File: config.mk
export PLATFORM = sky130hd
export DESIGN_NAME = shared_gate_arbiter
export DESIGN_NICKNAME = d
export VERILOG_FILES = /design/src/rtl/shared_gate_pkg.sv /design/src/rtl/shared_gate_arbiter_rr.sv /design/src/rtl/shared_gate_arbiter.sv
export SDC_FILE = /design/constraint.sdc
export NUM_CORES = 1
export LEC_CHECK = 0
export CAP_MARGIN = 25
export CORE_UTILIZATION = 45
export DETAILED_ROUTE_END_ITERATION = 10
export PLACE_DENSITY = 0.93
export SETUP_SLACK_MARGIN = 0.5
export SLEW_MARGIN = 10
export SYNTH_ARGS = -nofsm -noshare
export SYNTH_HDL_FRONTEND = slang
export SYNTH_SLANG_ARGS = --single-unit
File: constraint.sdc
create_clock -name clk -period 3.2 [get_ports clk]
set_clock_uncertainty 0.05 [all_clocks]
set_input_delay 0.64 -clock clk [delete_from_list [all_inputs] [get_ports clk]]
set_output_delay 0.64 -clock clk [all_outputs]
set_load 0.05 [all_outputs]
File: src/rtl/shared_gate_pkg.sv
// Shared types for the shared gate arbiter.
// Optional per-request op select is enabled by GATE_OP_SEL_EN.
package shared_gate_pkg;

  typedef enum logic [1:0] {
    IDLE = 2'd0,
    EXEC = 2'd1,
    RESP = 2'd2
  } state_t;

  localparam logic [1:0] OP_AND  = 2'b00;
  localparam logic [1:0] OP_OR   = 2'b01;
  localparam logic [1:0] OP_XOR  = 2'b10;
  localparam logic [1:0] OP_NAND = 2'b11;

endpackage

File: src/rtl/shared_gate_arbiter_rr.sv
// Combinational round-robin arbiter.
// Search starts one past ptr; lowest distance wins.
module rr_arbiter #(
  parameter int N_REQ = 4,
  parameter int ID_W  = $clog2(N_REQ)
) (
  input  logic [N_REQ-1:0] req,
  input  logic [ID_W-1:0]  ptr,
  output logic [N_REQ-1:0] gnt,
  output logic [ID_W-1:0]  gnt_idx,
  output logic             any_req
);

  function automatic int wrap(input int p, input int k);
    return (p + k) % N_REQ;
  endfunction

  always_comb begin
    gnt     = '0;
    gnt_idx = '0;
    any_req = |req;
    // Walk farthest-first so the nearest match is the last write.
    for (int k = N_REQ; k >= 1; k--) begin
      if (req[ID_W'(wrap(int'(ptr), k))]) begin
        gnt     = '0;
        gnt[ID_W'(wrap(int'(ptr), k))] = 1'b1;
        gnt_idx = ID_W'(wrap(int'(ptr), k));
      end
    end
  end

endmodule

File: src/rtl/shared_gate_arbiter.sv
// One registered bitwise gate shared by N_REQ requesters.
// Define GATE_OP_SEL_EN to add per-request op select (req_op).
module shared_gate_arbiter #(
  parameter int N_REQ = 4,
  parameter int WIDTH = 8,
  parameter int ID_W  = 2
) (
  input  logic                   clk,
  input  logic                   rst,
  input  logic [N_REQ-1:0]       req_valid,
  output logic [N_REQ-1:0]       req_ready,
  input  logic [N_REQ*WIDTH-1:0] req_a,
  input  logic [N_REQ*WIDTH-1:0] req_b,
`ifdef GATE_OP_SEL_EN
  input  logic [N_REQ*2-1:0]     req_op,
`endif
  output logic                   rsp_valid,
  input  logic                   rsp_ready,
  output logic [WIDTH-1:0]       rsp_data,
  output logic [ID_W-1:0]        rsp_id
);
  import shared_gate_pkg::*;

  state_t           r_state;
  state_t           w_next;
  logic [ID_W-1:0]  r_ptr;
  logic [ID_W-1:0]  r_id_q;
  logic [WIDTH-1:0] r_a_q;
  logic [WIDTH-1:0] r_b_q;
  logic [WIDTH-1:0] r_rsp_data;
  logic [ID_W-1:0]  r_rsp_id;
  logic [N_REQ-1:0] w_gnt;
  logic [ID_W-1:0]  w_gnt_idx;
  logic             w_any;
  logic             w_xfer;
  logic [WIDTH-1:0] w_res;
`ifdef GATE_OP_SEL_EN
  logic [1:0]       r_op_q;
`endif

  rr_arbiter #(
    .N_REQ (N_REQ),
    .ID_W  (ID_W)
  ) u_arb (
    .req     (req_valid),
    .ptr     (r_ptr),
    .gnt     (w_gnt),
    .gnt_idx (w_gnt_idx),
    .any_req (w_any)
  );

  assign req_ready = (r_state == IDLE) ? w_gnt : '0;
  assign w_xfer    = (r_state == IDLE) && w_any;
  assign rsp_valid = (r_state == RESP);
  assign rsp_data  = r_rsp_data;
  assign rsp_id    = r_rsp_id;

  always_comb begin
    w_res = r_a_q & r_b_q;
`ifdef GATE_OP_SEL_EN
    unique case (r_op_q)
      OP_AND:  w_res = r_a_q & r_b_q;
      OP_OR:   w_res = r_a_q | r_b_q;
      OP_XOR:  w_res = r_a_q ^ r_b_q;
      OP_NAND: w_res = ~(r_a_q & r_b_q);
      default: w_res = r_a_q & r_b_q;
    endcase
`endif
  end

  always_ff @(posedge clk or posedge rst) begin
    if (rst) r_state <= IDLE;
    else     r_state <= w_next;
  end

  always_comb begin
    w_next = r_state;
    unique case (r_state)
      IDLE:    if (w_any) w_next = EXEC;
      EXEC:    w_next = RESP;
      RESP:    if (rsp_ready) w_next = IDLE;
      default: w_next = IDLE;
    endcase
  end

  always_ff @(posedge clk or posedge rst) begin
    if (rst) begin
      r_ptr      <= ID_W'(N_REQ - 1);
      r_id_q     <= '0;
      r_a_q      <= '0;
      r_b_q      <= '0;
      r_rsp_data <= '0;
      r_rsp_id   <= '0;
`ifdef GATE_OP_SEL_EN
      r_op_q     <= OP_AND;
`endif
    end else begin
      if (w_xfer) begin
        r_ptr  <= w_gnt_idx;
        r_id_q <= w_gnt_idx;
        r_a_q  <= req_a[int'(w_gnt_idx)*WIDTH +: WIDTH];
        r_b_q  <= req_b[int'(w_gnt_idx)*WIDTH +: WIDTH];
`ifdef GATE_OP_SEL_EN
        r_op_q <= req_op[int'(w_gnt_idx)*2 +: 2];
`endif
      end
      if (r_state == EXEC) begin
        r_rsp_data <= w_res;
        r_rsp_id   <= r_id_q;
      end
    end
  end

endmodule

==> results of run 1 <==
[timing repair]
action / CTS / global route
resized for setup: 14 / 4
pin swaps: 5 / 4
setup buffers: 5 / 1
setup endpoints to repair: 10 / 20
[layout by cell type (no fill, tap or decap), types with 3 or more instances in the layout]
cell type        netlist  final
mux2i_1                5      3
nand2_1               52     52
a21oi_2                0      4
dfrtp_1               30     30
a221o_1                4      4
a221oi_1               3      3
dlygate4sd2_1          0      4
nand2b_1               7      7
mux2_2                 3      3
o21ai_0               15     15
buf_4                  2     19
buf_12                 0      6
clkdlybuf4s50_1        0     77
clkbuf_8               0      6
a221oi_2              12     12
nor2_1                21     21
nand3_1                5      3
a21oi_1               39     33
ha_1                   7      6
[kinds of logic (layout without fill, tap and decap cells)]
logic type / after synthesis / in the layout
and+or+nand+nor: 98 / 98
AOI/OAI and AO/OA: 88 / 88
DFF: 32 / 32
buffers and inverters: 24 / 120
muxes: 11 / 11
adders and majority gates: 7 / 7
[metrics by stage]
stage	total power [uW]	utilization (%)
after floorplan	2614	-
after global placement	3254	69.28
after detailed placement	3352	69.28
after CTS	3795	72.65
after global routing	4108	73.23
final	3885	73.23
[power groups by stage]
stage	clock network (uW)	logic, uW	registers [uW]
floorplan	0	1710	905
global placement	0	2510	739
detailed placement	0	2600	752
CTS	318	2730	749
global route	343	2990	770
finish	316	2810	756
[area by class of cell]
type / count / area share [%]
Sequential cell: 32 / 22.92
Multi-Input combinational cell: 204 / 40.56
Inverter: 5 / 0.7497
Timing Repair Buffer: 107 / 30.81
Tap cell: 67 / 2.392
Clock buffer: 8 / 2.571
[per-layer routing]
metal  wire (um)  GRT usage (%)  up-vias
met5           0              0        -
met1        2849          33.25     1200
li1            -              -     1124
met4         229          13.94        0
met3         400          5.387       27
met2        3470          42.70      129
[tightest hold or removal path, delay by kind of cell, from the launching register on]
family           cells  cell delay (ps)
AO/OA/AOI/OAI        1               60
AND/OR/NAND/NOR      1               50
flip-flops           1              340
[registers in the layout, summed over array words and instances (netlist names)]
name,flops
r_a_q,8
rsp_data,8
rsp_id,2
r_ptr,2
r_state,2
r_id_q,2
r_b_q,8
[how the worst max path moves through the flow]
stage,from,to,slack [ps],cells past startpoint
finish,r_ptr[0]$_DFFE_PP1P_,req_ready[2],60,8
global route,r_ptr[0]$_DFFE_PP1P_,req_ready[2],30,8
CTS,r_ptr[0]$_DFFE_PP1P_,req_ready[1],70,7
detailed placement,req_valid[0],req_ready[1],-10,7
global placement,req_valid[0],req_ready[3],30,9
floorplan,r_ptr[1]$_DFFE_PP1P_,req_ready[0],320,8
==> run_results.csv, run 1 <==
group,metric,value,unit
synth,synth_simple_gate_area_share,19.61,%
synth,synth_top_family_by_area,"compound AO/OA/AOI/OAI gates",
cts,clock_sinks,32,
cts,worstSkewPairLatency,280,ps
timing,worst_slack,62.18,ps
global_routing,grt_usage,26.44,%
power_and_ir_drop,p_comb_share,72.4,%
worst_setup_path,r2r-start,"r_ptr[0]$_DFFE_PP1P_",
synth,synth_xor_area_share,0,%
route,first_pass_iters,4,
synth,ys_seq_elements,32,
cts,clk_pin_slew,60,ps
layout,syn_to_final_growth,54.33,%
placed_design,placedCellCount,409,
die,dieArea,5335,um^2
worst_setup_path,end_kind,"output port",
worst_setup_path,slowest_stage,"dfstp_2",
placed_design,numPortBuffers,85,
timing,rsz0062_at_grt,"true",
synth,synth.area.top_cells,"dfrtp_1 33%, a21oi_1 8.6%, nand2_1 8.6%",
worst_hold_path,min_path_type,"reg -> reg",
synth,yosysMostFrequentCell,"nand2_1",
worst_setup_path,path_cells,"inv_4 -> ha_4 -> mux4_2 -> a211oi_4 -> o21a_1 -> a221o_1 -> a32o_2 -> buf_12",
worst_setup_path,cp_slowest_stage_delay,590,ps
global_routing,grt_max_degree,33,
worst_hold_path,holdPathStages,2,
worst_setup_path,critPathKind,"reg -> out",
synth,syn_inst,260,
power_and_ir_drop,p_sw,1894,uW
synth,synth_common_cells,"52 x nand2_1, 39 x a21oi_1, 30 x dfrtp_1",
synth,synth_nets,338,
layout,fillers,316,
worst_setup_path,cpLargestDelayFamily,"compound AO/OA/AOI/OAI gates",
die,dieWidth,73.04,um
synth,yosys_warnings,0,
timing,tns,0,ps
power_and_ir_drop,leakage,0.001452,uW
worst_setup_path,startpoint_type,"register",
synth,ys_types,43,
cts,htree_levels,2,
route,drc,0,
worst_hold_path,hp-start,"rsp_data[7]$_DFFE_PP0N_",
cts,cts_buffer_depth,2,
flow_run,max_cap_violations,0,
synth,syn_area,2271,um^2
power_and_ir_drop,p_sw_share,48.74,%
global_routing,grt_overflow,0,
layout,multi_input_area,1421,um^2
synth,synth_top_cell_by_area,"dfrtp_1",
route,ant_nets,0,
route,vias_per_cell,5.863,
layout,fin_nets,433,
synth,synth_compound_area_share,29.20,%
placed_design,gp_congestion,0.9259,
die,start_util,47.45,%
route,avgRoutedWirePerCell,16.43,um
timing,fin_hold_ws,427.2,ps
cts,cts_buffers,5,
cts,cts_tree,"yes",
die,num_rows,25,
timing,max-slew-margin-rel,59.94,%
timing,finalHoldViolations,0,
outcome,status,"finished clean",
worst_hold_path,holdPathEnd,"rsp_data[7]$_DFFE_PP0N_",
placed_design,hpwlAfterDp,4.890,mm
worst_setup_path,crit_buf_inv,2,
synth,avgSynthCellArea,8.734,um^2
synth,synthMuxAreaShare,6.336,%
worst_setup_path,critPathMaxFanout,4,
power_and_ir_drop,ir_drop,546.7,uV
worst_setup_path,r2r_setup_slack,490,ps
global_routing,grt_pass1_vias,2293,
synth,synth-edff-count,0,
route,num_vias,2480,
worst_setup_path,rr_endpoint,"r_a_q[6]$_DFFE_PP0P_",
synth,synthArstFlopShare,100.0,%
route,drtIter0Drc,125,
synth,synth_flop_cell,"dfrtp_1",
power_and_ir_drop,internal-power,1991,uW
power_and_ir_drop,clock_power_share,8.1,%
die,core,4786,um^2
synth,yosysSeqAreaShare,35.37,%
die,pin_count,86,
timing,finalSetupViolations,0,
worst_setup_path,r2r_cells,10,
global_routing,grt_pass1_wl,10.78,mm
timing,worst_slew_pin_slew,601.0,ps
placed_design,pre_cts_slack,-12.31,ps
layout,layoutNonFillerInstCount,423,
die,die_h,73.04,um
timing,post-route-min-period,3138,ps
placed_design,placedInstanceArea,3316,um^2
timing,fmax,318.7,MHz
layout,antenna_cells,0,
layout,final_cell_area,3505,um^2
timing,finalCritPeriodShare,98.06,%
timing,drv_slew,0,
worst_setup_path,cp_data_required_time,2510,ps
layout,drive_gt1_share,21.07,%
synth,synthAdderAreaFrac,3.857,%
cts,cts_hold_buf,0,
power_and_ir_drop,pwr-share-seq,19.5,%
synth,synth_top_area_share,33.06,%
cts,cts-root-buf,"clkbuf_8",
power_and_ir_drop,powerDensity,1108,nW/um^2
global_routing,grt_antenna_before_repair,0,
route,drt-total-wl,6.950,mm
layout,regArea,803.3,um^2
worst_setup_path,arrival,2450,ps
No activity file was read; power rests on OpenSTA's default activity.
==> inputs of run 2 (changes only) <==
SLEW_MARGIN = 20   (was 10)
==> results of run 2 <==
No change in the layout: final DEF, timing and power equal those of run 1.
==> inputs of run 3 (changes only) <==
PLACE_DENSITY = 0.82   (was 0.93)
==> run 3 against run 2 <==
  * First-iteration DRC count shrank 7.2%
  * Critical path depth stayed put
  * Design area increased by 0.57%
==> run_results.csv, run 3 (synthesis results as in run 1) <==
group,metric,value,unit
layout,layoutNonFillerInstCount,428,
power_and_ir_drop,p_comb_share,73.0,%
worst_setup_path,crit_buf_inv,2,
route,ant_nets,0,
layout,layout_common_cells,"77 x clkdlybuf4s50_1, 52 x nand2_1, 35 x a21oi_1, 30 x dfrtp_1, 24 x buf_4",
worst_setup_path,cpLargestDelayFamily,"compound AO/OA/AOI/OAI gates",
worst_setup_path,critPathMaxFanout,4,
timing,finalHoldViolations,0,
layout,final_common_cell,"clkdlybuf4s50_1",
layout,multi_input_area,1410,um^2
global_routing,grt_overflow,0,
power_and_ir_drop,leakage,0.001477,uW
die,dieArea,5335,um^2
placed_design,hpwlAfterDp,4.809,mm
cts,cts_hold_buf,0,
placed_design,numPortBuffers,85,
route,drtIter0Drc,116,
route,drt-total-wl,6.533,mm
worst_setup_path,cp_data_required_time,2510,ps
timing,post-route-min-period,3120,ps
global_routing,met1_usage,34.82,%
cts,cts_buffer_depth,2,
global_routing,grt_use_met3,6.215,%
global_routing,grt_max_degree,34,
route,num_vias,2392,
timing,rsz0062_at_grt,"true",
cts,clock_sinks,32,
timing,worst_slack,79.93,ps
die,num_rows,25,
power_and_ir_drop,internal-power,1988,uW
power_and_ir_drop,ir_drop,700.4,uV
cts,htree_levels,2,
power_and_ir_drop,clock_power_share,7.5,%
die,core,4786,um^2
timing,tns,0,ps
die,pin_count,86,
worst_setup_path,end_kind,"output port",
power_and_ir_drop,p_sw,1848,uW
route,vias_per_cell,5.589,
worst_setup_path,arrival,2430,ps
timing,fin_hold_ws,427.7,ps
timing,drv_slew,0,
global_routing,grt_pass1_wl,10.40,mm
placed_design,placedCellCount,412,
timing,worst_slew_pin_slew,570.1,ps
global_routing,grtUsageMet2,39.30,%
worst_setup_path,critPathKind,"reg -> out",
placed_design,gp_congestion,0.9180,
power_and_ir_drop,powerDensity,1088,nW/um^2
layout,antenna_cells,0,
cts,cts-root-buf,"clkbuf_8",
global_routing,grt_antenna_before_repair,0,
worst_setup_path,cp_slowest_stage_delay,590,ps
flow_run,max_cap_violations,0,
cts,cts_buffers,5,
global_routing,busiest_layer,"met2",
timing,max-slew-margin-rel,61.99,%
route,avgRoutedWirePerCell,15.26,um
layout,fin_nets,439,
layout,syn_to_final_growth,55.21,%
worst_setup_path,startpoint_type,"register",
die,die_h,73.04,um
timing,fmax,320.5,MHz
route,drc,0,
cts,worstSkewPairLatency,290,ps
worst_setup_path,path_cells,"inv_4 -> ha_4 -> mux4_2 -> a211oi_4 -> a221o_1 -> nand3_2 -> a21oi_4 -> buf_12",
global_routing,grt_pass1_vias,2204,
timing,finalSetupViolations,0,
layout,utilization,73.65,%
cts,cts_tree,"yes",
route,first_pass_iters,4,
layout,regArea,803.3,um^2
power_and_ir_drop,pwr-share-seq,19.5,%
layout,fillers,359,
placed_design,pre_cts_slack,-118.5,ps
timing,finalCritPeriodShare,97.50,%
die,dieWidth,73.04,um
die,start_util,47.45,%
layout,drive_gt1_share,22.16,%
worst_hold_path,min_path_type,"reg -> reg",
global_routing,grt_usage,25.49,%
cts,clk_pin_slew,60,ps
power_and_ir_drop,p_sw_share,48.17,%
worst_setup_path,slowest_stage,"dfstp_2",
outcome,status,"finished clean",
## run 3: changes by cell type in the layout (fill, tap and decap cells not counted), sizes merged
cell,delta
clkinv,+1
clkbuf,-2
buf,+6
## run 3: power groups by stage
stage | Clock (uW) | Combinational (uW) | Sequential (uW)
2_1_floorplan | 0 | 1710 | 905
3_3_place_gp | 0 | 2540 | 741
6_report | 286 | 2800 | 749
4_1_cts | 290 | 2700 | 747
5_1_grt | 310 | 3030 | 773
3_5_place_dp | 0 | 2600 | 751
## run 3: area by class of cell
| type | count | area share [%] |
|---|---|---|
| Timing Repair Buffer | 113 | 31.88 |
| Sequential cell | 32 | 22.79 |
| Clock inverter | 1 | 0.1420 |
| Inverter | 5 | 0.7455 |
| Clock buffer | 6 | 2.059 |
| Tap cell | 67 | 2.378 |
| Multi-Input combinational cell | 204 | 40.01 |
## run 3: timing repair
item,CTS,global route
setup endpoints to repair,12,19
gates cloned,0,0
buffers inserted,6,3
resized for setup,9,7
pin swaps,7,3
## run 3: worst paths after layout
kind | from | endpoint | slack, ps | depth (start not counted)
max | r_ptr[0]$_DFFE_PP1P_ | req_ready[1] | 80 | 8
min | rsp_data[7]$_DFFE_PP0N_ | rsp_data[7]$_DFFE_PP0N_ | 430 | 2
max reg2reg | r_ptr[0]$_DFFE_PP1P_ | r_a_q[6]$_DFFE_PP0P_ | 600 | 10
min reg2reg | rsp_data[7]$_DFFE_PP0N_ | rsp_data[7]$_DFFE_PP0N_ | 430 | 2
max in group asynchronous | rst | r_ptr[0]$_DFFE_PP1P_ | 1770 | 3
min in group asynchronous | rst | r_b_q[2]$_DFFE_PP0P_ | 630 | 2
## run 3: layer usage
layer / up-vias / routed length, um / part of all wire, %
met4: 0 / 81 / 1.2
met5: - / 0 / 0
met2: 102 / 3170 / 49
li1: 1130 / - / -
met3: 12 / 424 / 6.5
met1: 1148 / 2857 / 44
## run 3: through the flow
| stage | instance area (um^2) | total power (uW) |
|---|---|---|
| 2_1_floorplan | 2336 | 2614 |
| 3_3_place_gp | 3338 | 3276 |
| 3_5_place_dp | 3338 | 3356 |
| 4_1_cts | 3476 | 3736 |
| 5_1_grt | 3525 | 4109 |
| 6_report | 3525 | 3836 |
## run 3: worst register-to-register path, stage by stage (launching register included)
cell      delay [ps]
dfstp_2          590
inv_4             50
ha_4             270
buf_4            180
mux2i_2          260
o22ai_1          120
a211oi_2         220
and2_4           200
buf_12           170
a21oi_1           90
a221oi_1         280
